===== src/rtl/mem_lsu_pkg.sv =====
// Shared definitions for the in-order load/store unit.
// Holds access-size encodings, the ordering-queue entry kind, the
// request FSM state type and the combinational helpers for alignment,
// store-lane replication and load-data extraction.
package mem_lsu_pkg;

    localparam logic [1:0] SZ_BYTE = 2'd0;
    localparam logic [1:0] SZ_HALF = 2'd1;
    localparam logic [1:0] SZ_WORD = 2'd2;

    typedef enum logic [1:0] {
        KIND_LOAD  = 2'd0,
        KIND_STORE = 2'd1,
        KIND_PASS  = 2'd2
    } kind_e;

    typedef enum logic {
        ST_IDLE      = 1'b0,
        ST_WAIT_ADDR = 1'b1
    } req_state_e;

    // Half must be 2-byte aligned, word 4-byte aligned; bytes never fault.
    function automatic logic is_misaligned(input logic [1:0] size, input logic [1:0] addr_lo);
        logic mis;
        case (size)
            SZ_HALF: mis = addr_lo[0];
            SZ_WORD: mis = (addr_lo != 2'd0);
            default: mis = 1'b0;
        endcase
        return mis;
    endfunction

    // Replicate low-aligned store data across all byte lanes.
    function automatic logic [31:0] store_lanes(input logic [1:0] size, input logic [31:0] wdata);
        logic [31:0] lanes;
        case (size)
            SZ_BYTE: lanes = {4{wdata[7:0]}};
            SZ_HALF: lanes = {2{wdata[15:0]}};
            default: lanes = wdata;
        endcase
        return lanes;
    endfunction

    // Shift the addressed bytes down, then sign- or zero-extend.
    function automatic logic [31:0] load_extract(input logic [31:0] rdata, input logic [1:0] offset,
                                                 input logic [1:0] size, input logic is_unsigned);
        logic [31:0] sh;
        logic [31:0] res;
        sh = rdata >> {offset, 3'b000};
        case (size)
            SZ_BYTE: res = is_unsigned ? {24'd0, sh[7:0]} : {{24{sh[7]}}, sh[7:0]};
            SZ_HALF: res = is_unsigned ? {16'd0, sh[15:0]} : {{16{sh[15]}}, sh[15:0]};
            default: res = sh;
        endcase
        return res;
    endfunction

endpackage


===== src/rtl/lsu_idx_fifo.sv =====
// Index FIFO: remembers, in bus-issue order, which ordering-queue entry
// each accepted bus request belongs to, so in-order responses can be
// steered back to their entry.
// Ports: clk, reset (sync, active high), push/push_idx, pop/pop_idx
// (head index, valid when !empty), full, empty.
module lsu_idx_fifo #(
    parameter int DEPTH = 4,
    parameter int W     = 2
) (
    input  logic         clk,
    input  logic         reset,
    input  logic         push,
    input  logic [W-1:0] push_idx,
    input  logic         pop,
    output logic [W-1:0] pop_idx,
    output logic         full,
    output logic         empty
);
    localparam int PTR_W = $clog2(DEPTH);
    localparam logic [PTR_W:0] PTR_ONE = {{PTR_W{1'b0}}, 1'b1};

    logic [W-1:0]   mem_r [DEPTH];
    logic [PTR_W:0] wr_ptr_r;
    logic [PTR_W:0] rd_ptr_r;

    // Pointer advance and storage write; the extra pointer bit separates full from empty.
    always_ff @(posedge clk) begin
        if (reset) begin
            wr_ptr_r <= {(PTR_W+1){1'b0}};
            rd_ptr_r <= {(PTR_W+1){1'b0}};
        end else begin
            if (push && !full) begin
                mem_r[wr_ptr_r[PTR_W-1:0]] <= push_idx;
                wr_ptr_r <= wr_ptr_r + PTR_ONE;
            end
            if (pop && !empty) begin
                rd_ptr_r <= rd_ptr_r + PTR_ONE;
            end
        end
    end

    assign pop_idx = mem_r[rd_ptr_r[PTR_W-1:0]];
    assign empty   = (wr_ptr_r == rd_ptr_r);
    assign full    = (wr_ptr_r[PTR_W] != rd_ptr_r[PTR_W]) &&
                     (wr_ptr_r[PTR_W-1:0] == rd_ptr_r[PTR_W-1:0]);

endmodule


===== src/rtl/mem_lsu.sv =====
// In-order load/store unit. Ops arrive from EXE on a valid/ready handshake,
// occupy an ordering-queue entry, and bus ops are issued on an sram_like
// bus with pipelined address and data phases. Results leave to WB strictly
// in program order from the queue head. cancel kills every undelivered
// entry; a request already on the bus is held until accepted and its
// response is absorbed by its killed entry.
// Ports: clk/reset; EXE side in_* with in_ready; cancel; bus side data_*;
// WB side out_* with out_ready; busy.
module mem_lsu
    import mem_lsu_pkg::*;
#(
    parameter int          DEPTH     = 4,
    parameter int          TAG_W     = 48,
    parameter logic [31:0] ADDR_MASK = 32'h1FFF_FFFF
) (
    input  logic             clk,
    input  logic             reset,
    input  logic             in_valid,
    output logic             in_ready,
    input  logic             in_load,
    input  logic             in_store,
    input  logic [1:0]       in_size,
    input  logic             in_unsigned,
    input  logic [31:0]      in_addr,
    input  logic [31:0]      in_wdata,
    input  logic [TAG_W-1:0] in_tag,
    input  logic             cancel,
    output logic             data_req,
    output logic             data_wr,
    output logic [1:0]       data_size,
    output logic [31:0]      data_addr,
    output logic [31:0]      data_wdata,
    input  logic             data_addr_ok,
    input  logic             data_data_ok,
    input  logic [31:0]      data_rdata,
    output logic             out_valid,
    input  logic             out_ready,
    output logic [31:0]      out_result,
    output logic [TAG_W-1:0] out_tag,
    output logic             out_adel,
    output logic             out_ades,
    output logic [31:0]      out_badvaddr,
    output logic             busy
);
    localparam int PTR_W = $clog2(DEPTH);
    localparam logic [PTR_W:0] PTR_ONE = {{PTR_W{1'b0}}, 1'b1};

    // Ordering queue. q_data_r holds load rdata, or the unmasked address
    // for pass-through ops and faulting ops.
    logic [TAG_W-1:0] q_tag_r    [DEPTH];
    logic [1:0]       q_size_r   [DEPTH];
    logic [1:0]       q_off_r    [DEPTH];
    logic             q_uns_r    [DEPTH];
    kind_e            q_kind_r   [DEPTH];
    logic             q_exc_r    [DEPTH];
    logic             q_done_r   [DEPTH];
    logic             q_killed_r [DEPTH];
    logic [31:0]      q_data_r   [DEPTH];
    logic [PTR_W:0]   wr_ptr_r;
    logic [PTR_W:0]   rd_ptr_r;

    req_state_e       state_r;
    req_state_e       state_nx_s;
    logic [31:0]      req_addr_r;
    logic [31:0]      req_wdata_r;
    logic [1:0]       req_size_r;
    logic             req_wr_r;
    logic [PTR_W-1:0] req_idx_r;

    logic [PTR_W-1:0] wr_idx_s;
    logic [PTR_W-1:0] hd_idx_s;
    logic [PTR_W-1:0] rsp_idx_s;
    logic             q_empty_s;
    logic             q_full_s;
    logic             idx_full_s;
    logic             idx_empty_s;
    kind_e            in_kind_s;
    logic             in_mis_s;
    logic             in_bus_s;
    logic             acc_s;
    logic             bus_acc_s;
    logic             addr_hs_s;
    logic             head_done_s;
    logic             pop_s;

    assign wr_idx_s  = wr_ptr_r[PTR_W-1:0];
    assign hd_idx_s  = rd_ptr_r[PTR_W-1:0];
    assign q_empty_s = (wr_ptr_r == rd_ptr_r);
    assign q_full_s  = (wr_ptr_r[PTR_W] != rd_ptr_r[PTR_W]) && (wr_idx_s == hd_idx_s);

    // Classify the offered op.
    always_comb begin
        in_kind_s = KIND_PASS;
        if (in_load) begin
            in_kind_s = KIND_LOAD;
        end else if (in_store) begin
            in_kind_s = KIND_STORE;
        end else begin
            in_kind_s = KIND_PASS;
        end
    end

    assign in_mis_s  = is_misaligned(in_size, in_addr[1:0]);
    assign in_bus_s  = (in_kind_s != KIND_PASS) && !in_mis_s;
    // A new bus op can only be taken when the request register is free
    // or is being handed to the bus this very cycle.
    assign in_ready  = !cancel && !q_full_s && !idx_full_s &&
                       ((state_r == ST_IDLE) || data_addr_ok);
    assign acc_s     = in_valid && in_ready;
    assign bus_acc_s = acc_s && in_bus_s;
    assign addr_hs_s = (state_r == ST_WAIT_ADDR) && data_addr_ok;

    // Request FSM state register.
    always_ff @(posedge clk) begin
        if (reset) begin
            state_r <= ST_IDLE;
        end else begin
            state_r <= state_nx_s;
        end
    end

    // Request FSM next state and bus request strobe.
    always_comb begin
        state_nx_s = state_r;
        data_req   = 1'b0;
        case (state_r)
            ST_IDLE: begin
                if (bus_acc_s) begin
                    state_nx_s = ST_WAIT_ADDR;
                end else begin
                    state_nx_s = ST_IDLE;
                end
            end
            ST_WAIT_ADDR: begin
                data_req = 1'b1;
                if (data_addr_ok) begin
                    state_nx_s = bus_acc_s ? ST_WAIT_ADDR : ST_IDLE;
                end else begin
                    state_nx_s = ST_WAIT_ADDR;
                end
            end
            default: begin
                state_nx_s = ST_IDLE;
            end
        endcase
    end

    // Request register: loaded on issue, frozen until the bus accepts it.
    always_ff @(posedge clk) begin
        if (reset) begin
            req_addr_r  <= 32'd0;
            req_wdata_r <= 32'd0;
            req_size_r  <= SZ_BYTE;
            req_wr_r    <= 1'b0;
            req_idx_r   <= {PTR_W{1'b0}};
        end else if (bus_acc_s) begin
            req_addr_r  <= in_addr & ADDR_MASK;
            req_wdata_r <= store_lanes(in_size, in_wdata);
            req_size_r  <= in_size;
            req_wr_r    <= (in_kind_s == KIND_STORE);
            req_idx_r   <= wr_idx_s;
        end
    end

    assign data_addr  = req_addr_r;
    assign data_wdata = req_wdata_r;
    assign data_size  = req_size_r;
    assign data_wr    = req_wr_r;

    lsu_idx_fifo #(
        .DEPTH (DEPTH),
        .W     (PTR_W)
    ) u_idx_fifo (
        .clk      (clk),
        .reset    (reset),
        .push     (addr_hs_s),
        .push_idx (req_idx_r),
        .pop      (data_data_ok),
        .pop_idx  (rsp_idx_s),
        .full     (idx_full_s),
        .empty    (idx_empty_s)
    );

    assign head_done_s = !q_empty_s && q_done_r[hd_idx_s];
    assign out_valid   = head_done_s && !q_killed_r[hd_idx_s] && !cancel;
    // Killed entries leave the head silently once their bus traffic is over.
    assign pop_s       = (out_valid && out_ready) || (head_done_s && q_killed_r[hd_idx_s]);

    // Ordering-queue allocation, response capture, retirement and kill.
    always_ff @(posedge clk) begin
        if (reset) begin
            wr_ptr_r <= {(PTR_W+1){1'b0}};
            rd_ptr_r <= {(PTR_W+1){1'b0}};
            for (int i = 0; i < DEPTH; i++) begin
                q_done_r[i]   <= 1'b0;
                q_killed_r[i] <= 1'b0;
            end
        end else begin
            if (acc_s) begin
                q_tag_r[wr_idx_s]    <= in_tag;
                q_size_r[wr_idx_s]   <= in_size;
                q_off_r[wr_idx_s]    <= in_addr[1:0];
                q_uns_r[wr_idx_s]    <= in_unsigned;
                q_kind_r[wr_idx_s]   <= in_kind_s;
                q_exc_r[wr_idx_s]    <= (in_kind_s != KIND_PASS) && in_mis_s;
                q_done_r[wr_idx_s]   <= !in_bus_s;
                q_killed_r[wr_idx_s] <= 1'b0;
                q_data_r[wr_idx_s]   <= in_addr;
                wr_ptr_r <= wr_ptr_r + PTR_ONE;
            end
            if (data_data_ok && !idx_empty_s) begin
                q_data_r[rsp_idx_s] <= data_rdata;
                q_done_r[rsp_idx_s] <= 1'b1;
            end
            if (pop_s) begin
                rd_ptr_r <= rd_ptr_r + PTR_ONE;
            end
            if (cancel) begin
                for (int i = 0; i < DEPTH; i++) begin
                    q_killed_r[i] <= 1'b1;
                end
            end
        end
    end

    assign out_tag = q_tag_r[hd_idx_s];

    // WB payload decoded from the head entry.
    always_comb begin
        out_result   = 32'd0;
        out_adel     = 1'b0;
        out_ades     = 1'b0;
        out_badvaddr = 32'd0;
        if (q_exc_r[hd_idx_s]) begin
            out_adel     = (q_kind_r[hd_idx_s] == KIND_LOAD);
            out_ades     = (q_kind_r[hd_idx_s] == KIND_STORE);
            out_badvaddr = q_data_r[hd_idx_s];
        end else begin
            case (q_kind_r[hd_idx_s])
                KIND_LOAD:  out_result = load_extract(q_data_r[hd_idx_s], q_off_r[hd_idx_s],
                                                      q_size_r[hd_idx_s], q_uns_r[hd_idx_s]);
                KIND_PASS:  out_result = q_data_r[hd_idx_s];
                default:    out_result = 32'd0;
            endcase
        end
    end

    assign busy = !q_empty_s || (state_r == ST_WAIT_ADDR);

endmodule

===== config.mk =====
export PLATFORM = sky130hd
export DESIGN_NAME = mem_lsu
export DESIGN_NICKNAME = d
export VERILOG_FILES = /design/src/rtl/mem_lsu_pkg.sv /design/src/rtl/lsu_idx_fifo.sv /design/src/rtl/mem_lsu.sv
export SDC_FILE = /design/constraint.sdc
export NUM_CORES = 1
export LEC_CHECK = 0
export ABC_AREA = 1
export BUFFER_PORTS_ARGS = -buffer_cell sky130_fd_sc_hd__buf_2
export CAP_MARGIN = 20
export CELL_PAD_IN_SITES_DETAIL_PLACEMENT = 0
export CELL_PAD_IN_SITES_GLOBAL_PLACEMENT = 1
export CORE_ASPECT_RATIO = 0.5
export CORE_MARGIN = 1
export CORE_UTILIZATION = 39
export DETAILED_ROUTE_END_ITERATION = 10
export PLACE_DENSITY = 0.79
export SLEW_MARGIN = 20
export SYNTH_ARGS = -nofsm -noshare
export SYNTH_HDL_FRONTEND = slang
export SYNTH_SLANG_ARGS = --single-unit

===== constraint.sdc =====
create_clock -name clk -period 4.5 [get_ports clk]
set_clock_uncertainty 0.2 [all_clocks]
set_input_delay 0.45 -clock clk [delete_from_list [all_inputs] [get_ports clk]]
set_output_delay 0.45 -clock clk [all_outputs]
set_load 0.05 [all_outputs]

# Word-level counts from Yosys, hierarchy flattened
# Memory sizes are Yosys's and may differ from the RTL's. A register that Yosys moved wholly into a read port is not among the register bits.
# Cells that the tools add are included.
[totals] output_inout_bits=185 n_memories=10 reg_bits=79 ram_bits=368
[mem_list] name="q_tag_r" depth=4 word_bits=48 read_ports=1 rd_ports_with_merged_regs=1 wr=1 line_no="mem_lsu.sv:50" source="logic [TAG_W-1:0] q_tag_r [DEPTH];"
[mem_list] name="q_data_r" depth=4 word_bits=32 read_ports=1 rd_ports_with_merged_regs=1 wr=2 line_no="mem_lsu.sv:58" source="logic [31:0] q_data_r [DEPTH];"
[mem_list] name="q_kind_r" depth=4 word_bits=2 read_ports=1 rd_ports_with_merged_regs=1 wr=1 line_no="mem_lsu.sv:54" source="kind_e q_kind_r [DEPTH];"
[mem_list] name="q_off_r" depth=4 word_bits=2 read_ports=1 rd_ports_with_merged_regs=1 wr=1 line_no="mem_lsu.sv:52" source="logic [1:0] q_off_r [DEPTH];"
[mem_list] name="q_size_r" depth=4 word_bits=2 read_ports=1 rd_ports_with_merged_regs=1 wr=1 line_no="mem_lsu.sv:51" source="logic [1:0] q_size_r [DEPTH];"
[mem_list] name="u_idx_fifo.mem_r" depth=4 word_bits=2 read_ports=1 rd_ports_with_merged_regs=1 wr=1 line_no="lsu_idx_fifo.sv:22" source="logic [W-1:0] mem_r [DEPTH];"
[mem_list] name="4 more memories"
[op_classes] mux=63 eq_ne=13 addsub=4 reduce_logical=35 shifts=1 n_bitwise=5
[op_table] cell="$pmux W32 S2" n=3
[op_table] cell="$mux W32" n=4
[op_table] cell="$mux W2" n=25
[op_table] cell="$shr A32 B5 Y32" n=1
[op_table] cell="$mux W1" n=29
[op_table] cell="$logic_and A1 B1 Y1" n=17
[op_table] cell="$add A3 B1 Y3 const B" n=4
[op_table] cell="$eq A2 B1 Y1 const B" n=4
[op_table] cell="$logic_not A1 Y1" n=8
[op_table] cell="$eq A3 B3 Y1" n=2
[op_table] cell="$logic_not A2 Y1" n=3
[op_table] cell="$eq A2 B2 Y1" n=2
[op_table] cell="$eq A2 B2 Y1 const B" n=2
[op_table] cell="$or A1 B1 Y1" n=4
[op_table] cell="$pmux W1 S2" n=2
[op_table] cell="$logic_or A1 B1 Y1" n=3
[op_table] cell="$reduce_or A1 Y1" n=3
[op_table] cell="$ne A1 B1 Y1" n=2
[op_table] cell="$ne A2 B2 Y1 const B" n=1
[op_table] cell="$reduce_bool A2 Y1" n=1
[op_table] cell="$not A1 Y1" n=1

# Depth between registers and ports, before layout
# Gate-level depths: netlist of run 1.
[depth] word_depth=12 ltp_mapped=15 depth_no_buf=12

# Hierarchy
# From an unflattened synthesis of run 1, not the netlist that was laid out.
[hier_totals] hier_cells=2153 area_unflattened_um2=20517.2
[by_module_without_submodules] mod="mem_lsu" instances=1 area_per_inst_um2=19706.4 cells_each=2058 seq_area_each_um2=12231.7
[by_module_without_submodules] mod="lsu_idx_fifo" instances=1 area_per_inst_um2=810.8 cells_each=95 seq_area_each_um2=400.4

# Worst setup path after synthesis of run 1
# No wires, ideal clock.
[synth_timing] path_type="register -> register" start="register state_r" end="memory q_exc_r[0], enable pin" setup_ns=0.470 path_stages_with_launch=7 t_arrival_ns=3.838 synth_period_minus_slack_ns=4.508 slack_ns=-0.008 path_cell_list="dfxtp_1 a21oi_1 nand2_1 nor2_4 nand3_1 clkbuf_1 nor2_1"
[synth_via] elab_chain_len=7
[synth_lines] element="from (decl)" line_no="mem_lsu.sv:62" source="req_state_e state_r;"
[synth_lines] element="from (signal assigned)" line_no="mem_lsu.sv:118" source="state_r <= state_nx_s;"
[synth_lines] element="$not A1 Y1"
[synth_lines] element="$logic_or A1 B1 Y1" line_no="mem_lsu.sv:108" source="((state_r == ST_IDLE) || data_addr_ok);"
[synth_lines] element="$logic_and A1 B1 Y1" line_no="mem_lsu.sv:107" source="assign in_ready = !cancel && !q_full_s && !idx_full_s &&"
[synth_lines] element="via in_ready" line_no="mem_lsu.sv:19" source="output logic in_ready,"
[synth_lines] element="$logic_and A1 B1 Y1" line_no="mem_lsu.sv:109" source="assign acc_s = in_valid && in_ready;"
[synth_lines] element="$mux W1" line_no="mem_lsu.sv:199" source="if (acc_s) begin"
[synth_lines] element="$mux W1" line_no="mem_lsu.sv:191" source="if (reset) begin"
[synth_lines] element="$mux W1 (implied by the code)" line_no="mem_lsu.sv:205" source="q_exc_r[wr_idx_s] <= (in_kind_s != KIND_PASS) && in_mis_s;"
[synth_lines] element="to (decl)" line_no="mem_lsu.sv:55" source="logic q_exc_r [DEPTH];"
# The timed path passes the listed nets, and every way through them passes these cells.

==> results.sh, run 1 <==
export IMPL_post_drt_wl_per_cell_um=18.17
export IMPL_async_flop_share_pct=0
export IMPL_placed_area_um2=22600
export IMPL_dp_cells=3020
export IMPL_globalRoute_totalOverflow=0
export IMPL_first_pass_grt_wire_length_mm=88.99
export IMPL_hold_viol_final=0
export IMPL_floorplan_core_area_um2=50800
export IMPL_timing_critical_path_to_type="primary output"
export IMPL_run_status="finished clean"
export IMPL_layout_common_cells="400 x sky130_fd_sc_hd__nand2_1, 360 x sky130_fd_sc_hd__edfxtp_1, 333 x sky130_fd_sc_hd__buf_2, 310 x sky130_fd_sc_hd__o21ai_0, 204 x sky130_fd_sc_hd__nor2_1"
export IMPL_multi_input_comb_area_um2=6553
export IMPL_share_of_synthesized_area_occupied_by_flip_flops_and_latches_pct=62.17
export IMPL_leakage_nw=9.979
export IMPL_totalWireLength_mm=58.62
export IMPL_die_area_um2=53070
export IMPL_max_slew_margin_rel_pct=28.79
export IMPL_drt_first_pass_iters=5
export IMPL_post_synth_instance_area_um2=20320
export IMPL_arrival_ns=3.58
export IMPL_final_common_cell="sky130_fd_sc_hd__nand2_1"
export IMPL_unrepaired_setup_endpoints_after_global_routing="no"
export IMPL_synthToLayoutAreaGrowth_pct=24.22
export IMPL_clk_latency_ns=0.58
export IMPL_dieHeight_um=163.4
export IMPL_dpl_hpwl_mm=38.15
export IMPL_clk_path_buf_depth=3
export IMPL_cts_root_buffer_cell="sky130_fd_sc_hd__clkbuf_16"
export IMPL_drt_antenna_violating_nets=0
export IMPL_grt_pass1_vias=15750
export IMPL_final_net_count=2668
export IMPL_drt_first_iter_violations=1483
export IMPL_max_cap_violation_count=0
export IMPL_synth_enable_flop_cells=360
export IMPL_critPathLaunchType="flop"
export IMPL_htreeDepth=2
export IMPL_postSynthRegisterBits=451
export IMPL_power_density_nw_per_um2=388.0
export IMPL_io_pins=341
export IMPL_clkSlewWorstSetupHoldPaths_ns=0.06
export IMPL_hold_class="in2reg"
export IMPL_ys_types=39
export IMPL_count_of_placed_standard_cells_in_the_final_layout_fillers_left_out=3226
export IMPL_floorplan_initialDensity_pct=40.00
export IMPL_cts_buffers=43
export IMPL_seq_area_um2=12640
export IMPL_cts_setup_buffers=0
export IMPL_cts_num_sinks=451
export IMPL_tightestPinTransition_ns=1.068
export IMPL_crit_path_cell_trace="buf_4 > nand3_1 > nand2_1 > nand2_2 > inv_1 > nand3_1 > a21oi_1 > buf_2"
export IMPL_drc=0
export IMPL_crit_path_max_incr_delay_ns=0.73
export IMPL_timing_critical_path_slowest_stage_cell="sky130_fd_sc_hd__buf_4"
export IMPL_drive_above_1_share_pct=19.03
export IMPL_post_synth_cell_area_avg_um2=9.662
export IMPL_ir_drop_uv=253.3
export IMPL_overall_global_routing_usage_pct=21.51
export IMPL_tritoncts="done"
export IMPL_slew_viol_final=0
export IMPL_worst_setup_path_category="reg2out"
export IMPL_path_max_fanout=61
export IMPL_final_setup_viol_count=0
export IMPL_post_cts_resized_instances=0
export IMPL_final_fill_count=4681
export IMPL_globalplace_congestion=0.9431
export IMPL_design_area_um2=25240
export IMPL_total_power_w=0.009794
export IMPL_total_of_warnings_raised_by_yosys=0
export IMPL_avgViaCountPerCell=5.100
export IMPL_synth_flop_cell="sky130_fd_sc_hd__edfxtp_1"
export IMPL_antenna_found_initial=4
export IMPL_synthCells=2103
export IMPL_cp_data_required_time_ns=3.85
export IMPL_cts_hold_buffers_added=124
export IMPL_max_freq_ghz=0.2366
export IMPL_placementRows=58
export IMPL_place_port_buffers=337
export IMPL_grt_start_max_net_pins=79
export IMPL_vias=16450
export IMPL_worst_hold_slack_ns=0.009840
export IMPL_final_min_period_over_clock_period_pct=93.93
export IMPL_period_needed_ns=4.227
export IMPL_die_width_um=324.8
export IMPL_critPathMostFrequentCell="sky130_fd_sc_hd__nand3_1"
cell usage after synthesis (6+ instances only):
cell | instances | area, um^2
sky130_fd_sc_hd__a21oi_2 | 10 | 87.58
sky130_fd_sc_hd__buf_4 | 10 | 75.07
sky130_fd_sc_hd__nor2_1 | 208 | 780.8
sky130_fd_sc_hd__edfxtp_1 | 360 | 10810
sky130_fd_sc_hd__nand2_1 | 400 | 1501
sky130_fd_sc_hd__o21ai_1 | 15 | 75.07
sky130_fd_sc_hd__ha_1 | 13 | 162.7
sky130_fd_sc_hd__o22ai_1 | 49 | 306.5
sky130_fd_sc_hd__buf_6 | 6 | 67.56
sky130_fd_sc_hd__nand3_1 | 102 | 510.5
sky130_fd_sc_hd__inv_2 | 6 | 22.52
sky130_fd_sc_hd__clkbuf_1 | 68 | 255.2
sky130_fd_sc_hd__a21oi_1 | 198 | 991.0
sky130_fd_sc_hd__o21ai_0 | 314 | 1572
sky130_fd_sc_hd__o211ai_1 | 7 | 52.55
sky130_fd_sc_hd__dfxtp_1 | 91 | 1822
sky130_fd_sc_hd__buf_2 | 53 | 265.3
sky130_fd_sc_hd__nand2_2 | 19 | 118.9
sky130_fd_sc_hd__inv_1 | 134 | 503.0
cell type report:
cell class / count / share of cell area [%]
inverter: 140 / 2.097
sequential: 451 / 50.08
clock buffer: 61 / 4.570
antenna: 3 / 0.02974
multi-input combinational: 1371 / 25.96
clock inverter: 18 / 0.9369
tap: 690 / 3.420
timing repair buffer: 492 / 12.91
flip-flops by register name, summed over array words and instances, names as in the netlist, named ones only:
register,flops
q_tag_r,192
q_data_r,128
data_wdata,32
data_addr,29
q_kind_r,8
q_off_r,8
q_size_r,8
u_idx_fifo.mem_r,8
q_done_r,4
q_exc_r,4
q_killed_r,4
q_uns_r,4
rd_ptr_r,3
u_idx_fifo.rd_ptr_r,3
u_idx_fifo.wr_ptr_r,3
wr_ptr_r,3
data_size,2
req_idx_r,2
data_wr,1
state_r,1
routing by layer:
| layer | GRT usage (%) | up-vias | part of all wire (%) |
|---|---|---|---|
| li1 | - | 8040 | - |
| met1 | 27.24 | 7809 | 42 |
| met2 | 37.17 | 480 | 49 |
| met3 | 3.692 | 122 | 5.5 |
| met4 | 7.869 | 2 | 3.0 |
| met5 | 0 | - | 0.024 |
kinds of logic (layout without fill, tap and decap cells):
kind of cell / after synthesis / in the layout / share of synthesized area [%]
adders and majority gates: 13 / 13 / 0.8005
DFF: 451 / 451 / 62.17
and+or+nand+nor: 743 / 743 / 14.95
buffers and inverters: 283 / 711 / 6.041
other: 1 / 6 / 0.01846
AOI/OAI and AO/OA: 604 / 604 / 15.68
xor gates and xnor gates: 8 / 8 / 0.3448
power breakdown:
| part | internal, W | switching, W |
|---|---|---|
| clock network | 0.00204 | 0.00162 |
| logic | 0.000395 | 0.00104 |
| registers | 0.00465 | 0.0000544 |
| total | 0.00709 | 0.00271 |
worst paths after layout:
kind,to,cells after the start,start,slack [ns]
setup / recovery,out_result[7],8,flop,0.27
hold / removal,data_addr[26],3,in_addr[26],0.01
setup reg to reg,q_data_r[2][5],6,flop,1.61
hold reg to reg,q_done_r[3],2,q_done_r[3],0.27
worst max-delay path, delay by kind of cell, from the launching register on:
family	cells	cell delay, ns
AND/OR/NAND/NOR	4	0.64
AO/OA/AOI/OAI	1	0.14
buffers and inverters	3	1.54
flip-flops	1	0.64
stage by stage:
step           TNS [ns]  utilization, %  setup slack [ns]
3_5_place_dp          0           44.49            0.8981
4_1_cts               0           49.67            0.2813
3_3_place_gp          0           44.49            0.9605
5_1_grt               0           49.68          0.008577
2_1_floorplan    -1.889               -         -0.008433
6_report              0           49.69            0.2732
No activity file was read; power rests on OpenSTA's default activity.
==> run 2, diff against run 1 <==
--- a/config.mk
+++ b/config.mk
@@ -12,5 +12,5 @@
 export CELL_PAD_IN_SITES_GLOBAL_PLACEMENT = 1
 export CORE_ASPECT_RATIO = 0.5
-export CORE_MARGIN = 1
+export CORE_MARGIN = 1.5
 export CORE_UTILIZATION = 39
 export DETAILED_ROUTE_END_ITERATION = 10
==> constraint.sdc (replaced) <==
create_clock -name clk -period 4.5 [get_ports clk]
set_clock_uncertainty 0.2 [all_clocks]
set_input_delay 0.45 -clock clk [delete_from_list [all_inputs] [get_ports clk]]
set_output_delay 0.45 -clock clk [all_outputs]
set_load 0.01 [all_outputs]
==> run 2 against run 1 <==
Worst setup slack gained 0.16 ns. Via count decreased by 1.9%. Critical path depth grew 4. Global-route usage fell by 0.40 points. Routed wire length down 0.88%. Maximum frequency is 3.9% higher. Core utilization shrank 0.81 points. Clock power is 2% lower. Die area up 0.92%. Non-clock buffer count decreased by 27. Highest routed layer unchanged.
==> results.sh, run 2 (synthesis results as in run 1) <==
export IMPL_cts_num_sinks=451
export IMPL_final_min_period_over_clock_period_pct=90.40
export IMPL_worst_min_path_start="in_addr[20]"
export IMPL_tritoncts="done"
export IMPL_totalWireLength_mm=58.10
export IMPL_power_density_nw_per_um2=376.3
export IMPL_pre_cts_slack_ns=0.9815
export IMPL_run_status="finished clean"
export IMPL_worst_flop_to_flop_path_startpoint="wr_ptr_r[1]"
export IMPL_globalplace_congestion=0.9003
export IMPL_drt_first_pass_iters=7
export IMPL_dpl_hpwl_mm=37.10
export IMPL_final_setup_viol_count=0
export IMPL_drive_above_1_share_pct=19.38
export IMPL_gr_usage_met2_pct=37.40
export IMPL_drt_antenna_violating_nets=0
export IMPL_timing_rr_end="q_data_r[1][26]"
export IMPL_ff2ff_path_depth=7
export IMPL_placementRows=58
export IMPL_unrepaired_setup_endpoints_after_global_routing="no"
export IMPL_grt_start_max_net_pins=133
export IMPL_arrival_ns=3.42
export IMPL_floorplan_initialDensity_pct=39.94
export IMPL_antenna_found_initial=3
export IMPL_max_freq_ghz=0.2458
export IMPL_cts_setup_buffers=0
export IMPL_crit_path_max_incr_delay_ns=0.55
export IMPL_tightestPinTransition_ns=0.9231
export IMPL_gr_max_usage_layer="met2"
export IMPL_io_pins=341
export IMPL_path_max_fanout=65
export IMPL_seq_area_um2=12640
export IMPL_synthToLayoutAreaGrowth_pct=22.36
export IMPL_multi_input_comb_area_um2=6553
export IMPL_grt_pass1_vias=15380
export IMPL_floorplan_core_area_um2=50870
export IMPL_critPathMostFrequentCell="sky130_fd_sc_hd__nand2_1"
export IMPL_holdPathEnd="data_addr[20]"
export IMPL_max_flop_register="q_tag_r"
export IMPL_clk_latency_ns=0.56
export IMPL_final_common_cell="sky130_fd_sc_hd__nand2_1"
export IMPL_grtUsageMet3_pct=3.675
export IMPL_final_net_count=2640
export IMPL_cts_root_buffer_cell="sky130_fd_sc_hd__clkbuf_16"
export IMPL_vias=16140
export IMPL_htreeDepth=2
export IMPL_die_area_um2=53560
export IMPL_clkSlewWorstSetupHoldPaths_ns=0.06
export IMPL_worst_setup_path_category="reg2out"
export IMPL_critPathLaunchType="flop"
export IMPL_grt_use_met1_pct=27.01
export IMPL_cp_data_required_time_ns=3.85
export IMPL_leakage_nw=9.840
export IMPL_critPathBufInv=2
export IMPL_avgViaCountPerCell=5.053
export IMPL_worst_case_register_to_register_setup_slack_ns=1.15
export IMPL_critical_path_cell_count=12
export IMPL_dieHeight_um=164.4
export IMPL_crit_path_cell_trace="inv_4 > nand2_1 > nand2_1 > nand2_1 > nand2_2 > nand2_1 > nand3_1 > nand3_4 > nand3_4 > nand2_1 > a21oi_1 > buf_2"
export IMPL_globalRoute_totalOverflow=0
export IMPL_die_width_um=325.8
export IMPL_place_port_buffers=337
export IMPL_layout_common_cells="400 x sky130_fd_sc_hd__nand2_1, 360 x sky130_fd_sc_hd__edfxtp_1, 337 x sky130_fd_sc_hd__buf_2, 310 x sky130_fd_sc_hd__o21ai_0, 204 x sky130_fd_sc_hd__nor2_1"
export IMPL_setup_slack_ns=0.4320
export IMPL_first_pass_grt_wire_length_mm=87.74
export IMPL_max_cap_violation_count=0
export IMPL_cts_buffers=42
export IMPL_hold_class="in2reg"
export IMPL_ir_drop_uv=221.4
export IMPL_post_drt_wl_per_cell_um=18.19
export IMPL_tns_ns=0
export IMPL_hold_path_cell_count=3
export IMPL_period_needed_ns=4.068
export IMPL_overall_global_routing_usage_pct=21.10
export IMPL_slew_viol_final=0
export IMPL_timing_critical_path_to_type="primary output"
export IMPL_max_slew_margin_rel_pct=37.81
export IMPL_drt_first_iter_violations=1359
export IMPL_critPathTopFamily="simple AND/OR/NAND/NOR gates"
export IMPL_largest_reg_flops=192
export IMPL_final_fill_count=4741
export IMPL_hold_viol_final=0
export IMPL_timing_critical_path_slowest_stage_cell="sky130_fd_sc_hd__inv_4"
export IMPL_clk_path_buf_depth=3
export IMPL_drc=0
run 2: cell count changes in the layout (fill, tap and decap cells not counted), sizes merged:
cell and delta:
dlygate4sd3 -27, clkinvlp +1, clkbuf -7, diode -1
clkinv +3
run 2: tightest hold or removal path, stage by stage:
cell,delay [ns]
sky130_fd_sc_hd__buf_2,0.07
sky130_fd_sc_hd__inv_1,0.08
sky130_fd_sc_hd__a21oi_1,0.13
run 2: power breakdown:
group	internal, W	switching (W)	leakage [nW]
clock network	0.00202	0.00157	0.654
registers	0.00465	0.0000550	4.01
logic	0.000368	0.000688	5.18
total	0.00705	0.00231	9.84
run 2: timing repair:
action / 4_1_cts / 5_1_grt
hold endpoints to repair: 251 / 0
resized for setup: 0 / 0
hold buffers: 97 / 0
run 2: stage by stage:
step | hold slack (ns) | area (um^2) | cells | util [%] | power [W]
detailed placement | 0.2694 | 22530 | 3020 | 44.29 | 0.005784
global placement | 0.2576 | 22530 | 3020 | 44.29 | 0.005772
finish | 0.01547 | 24860 | 3195 | 48.88 | 0.009355
CTS | 0.001251 | 24860 | 3193 | 48.87 | 0.009426
floorplan | 0.2278 | 20330 | 2105 | - | 0.005374
global route | 0.01356 | 24860 | 3194 | 48.87 | 0.009708
run 2: layout make-up:
type	instances	area share, %
timing repair buffer	465	11.73
multi-input combinational	1371	26.35
clock inverter	22	0.8907
inverter	140	2.129
clock buffer	54	4.574
antenna	2	0.02013
sequential	451	50.84
tap	690	3.472
run 2: worst max path at each step:
stage	slack, ns	from	endpoint
after floorplan	0.14	reset	q_exc_r[0]
after global placement	1.03	flop	out_result[16]
after detailed placement	0.98	flop	out_result[27]
after CTS	0.38	flop	out_result[27]
after global routing	0.03	flop	out_result[19]
final	0.43	flop	out_result[18]
run 2: layer usage:
layer / part of all wire (%) / routed length (um)
met1: 43 / 24970
met2: 50 / 29060
met3: 5.0 / 2887
met4: 2.0 / 1174
met5: 0.022 / 13
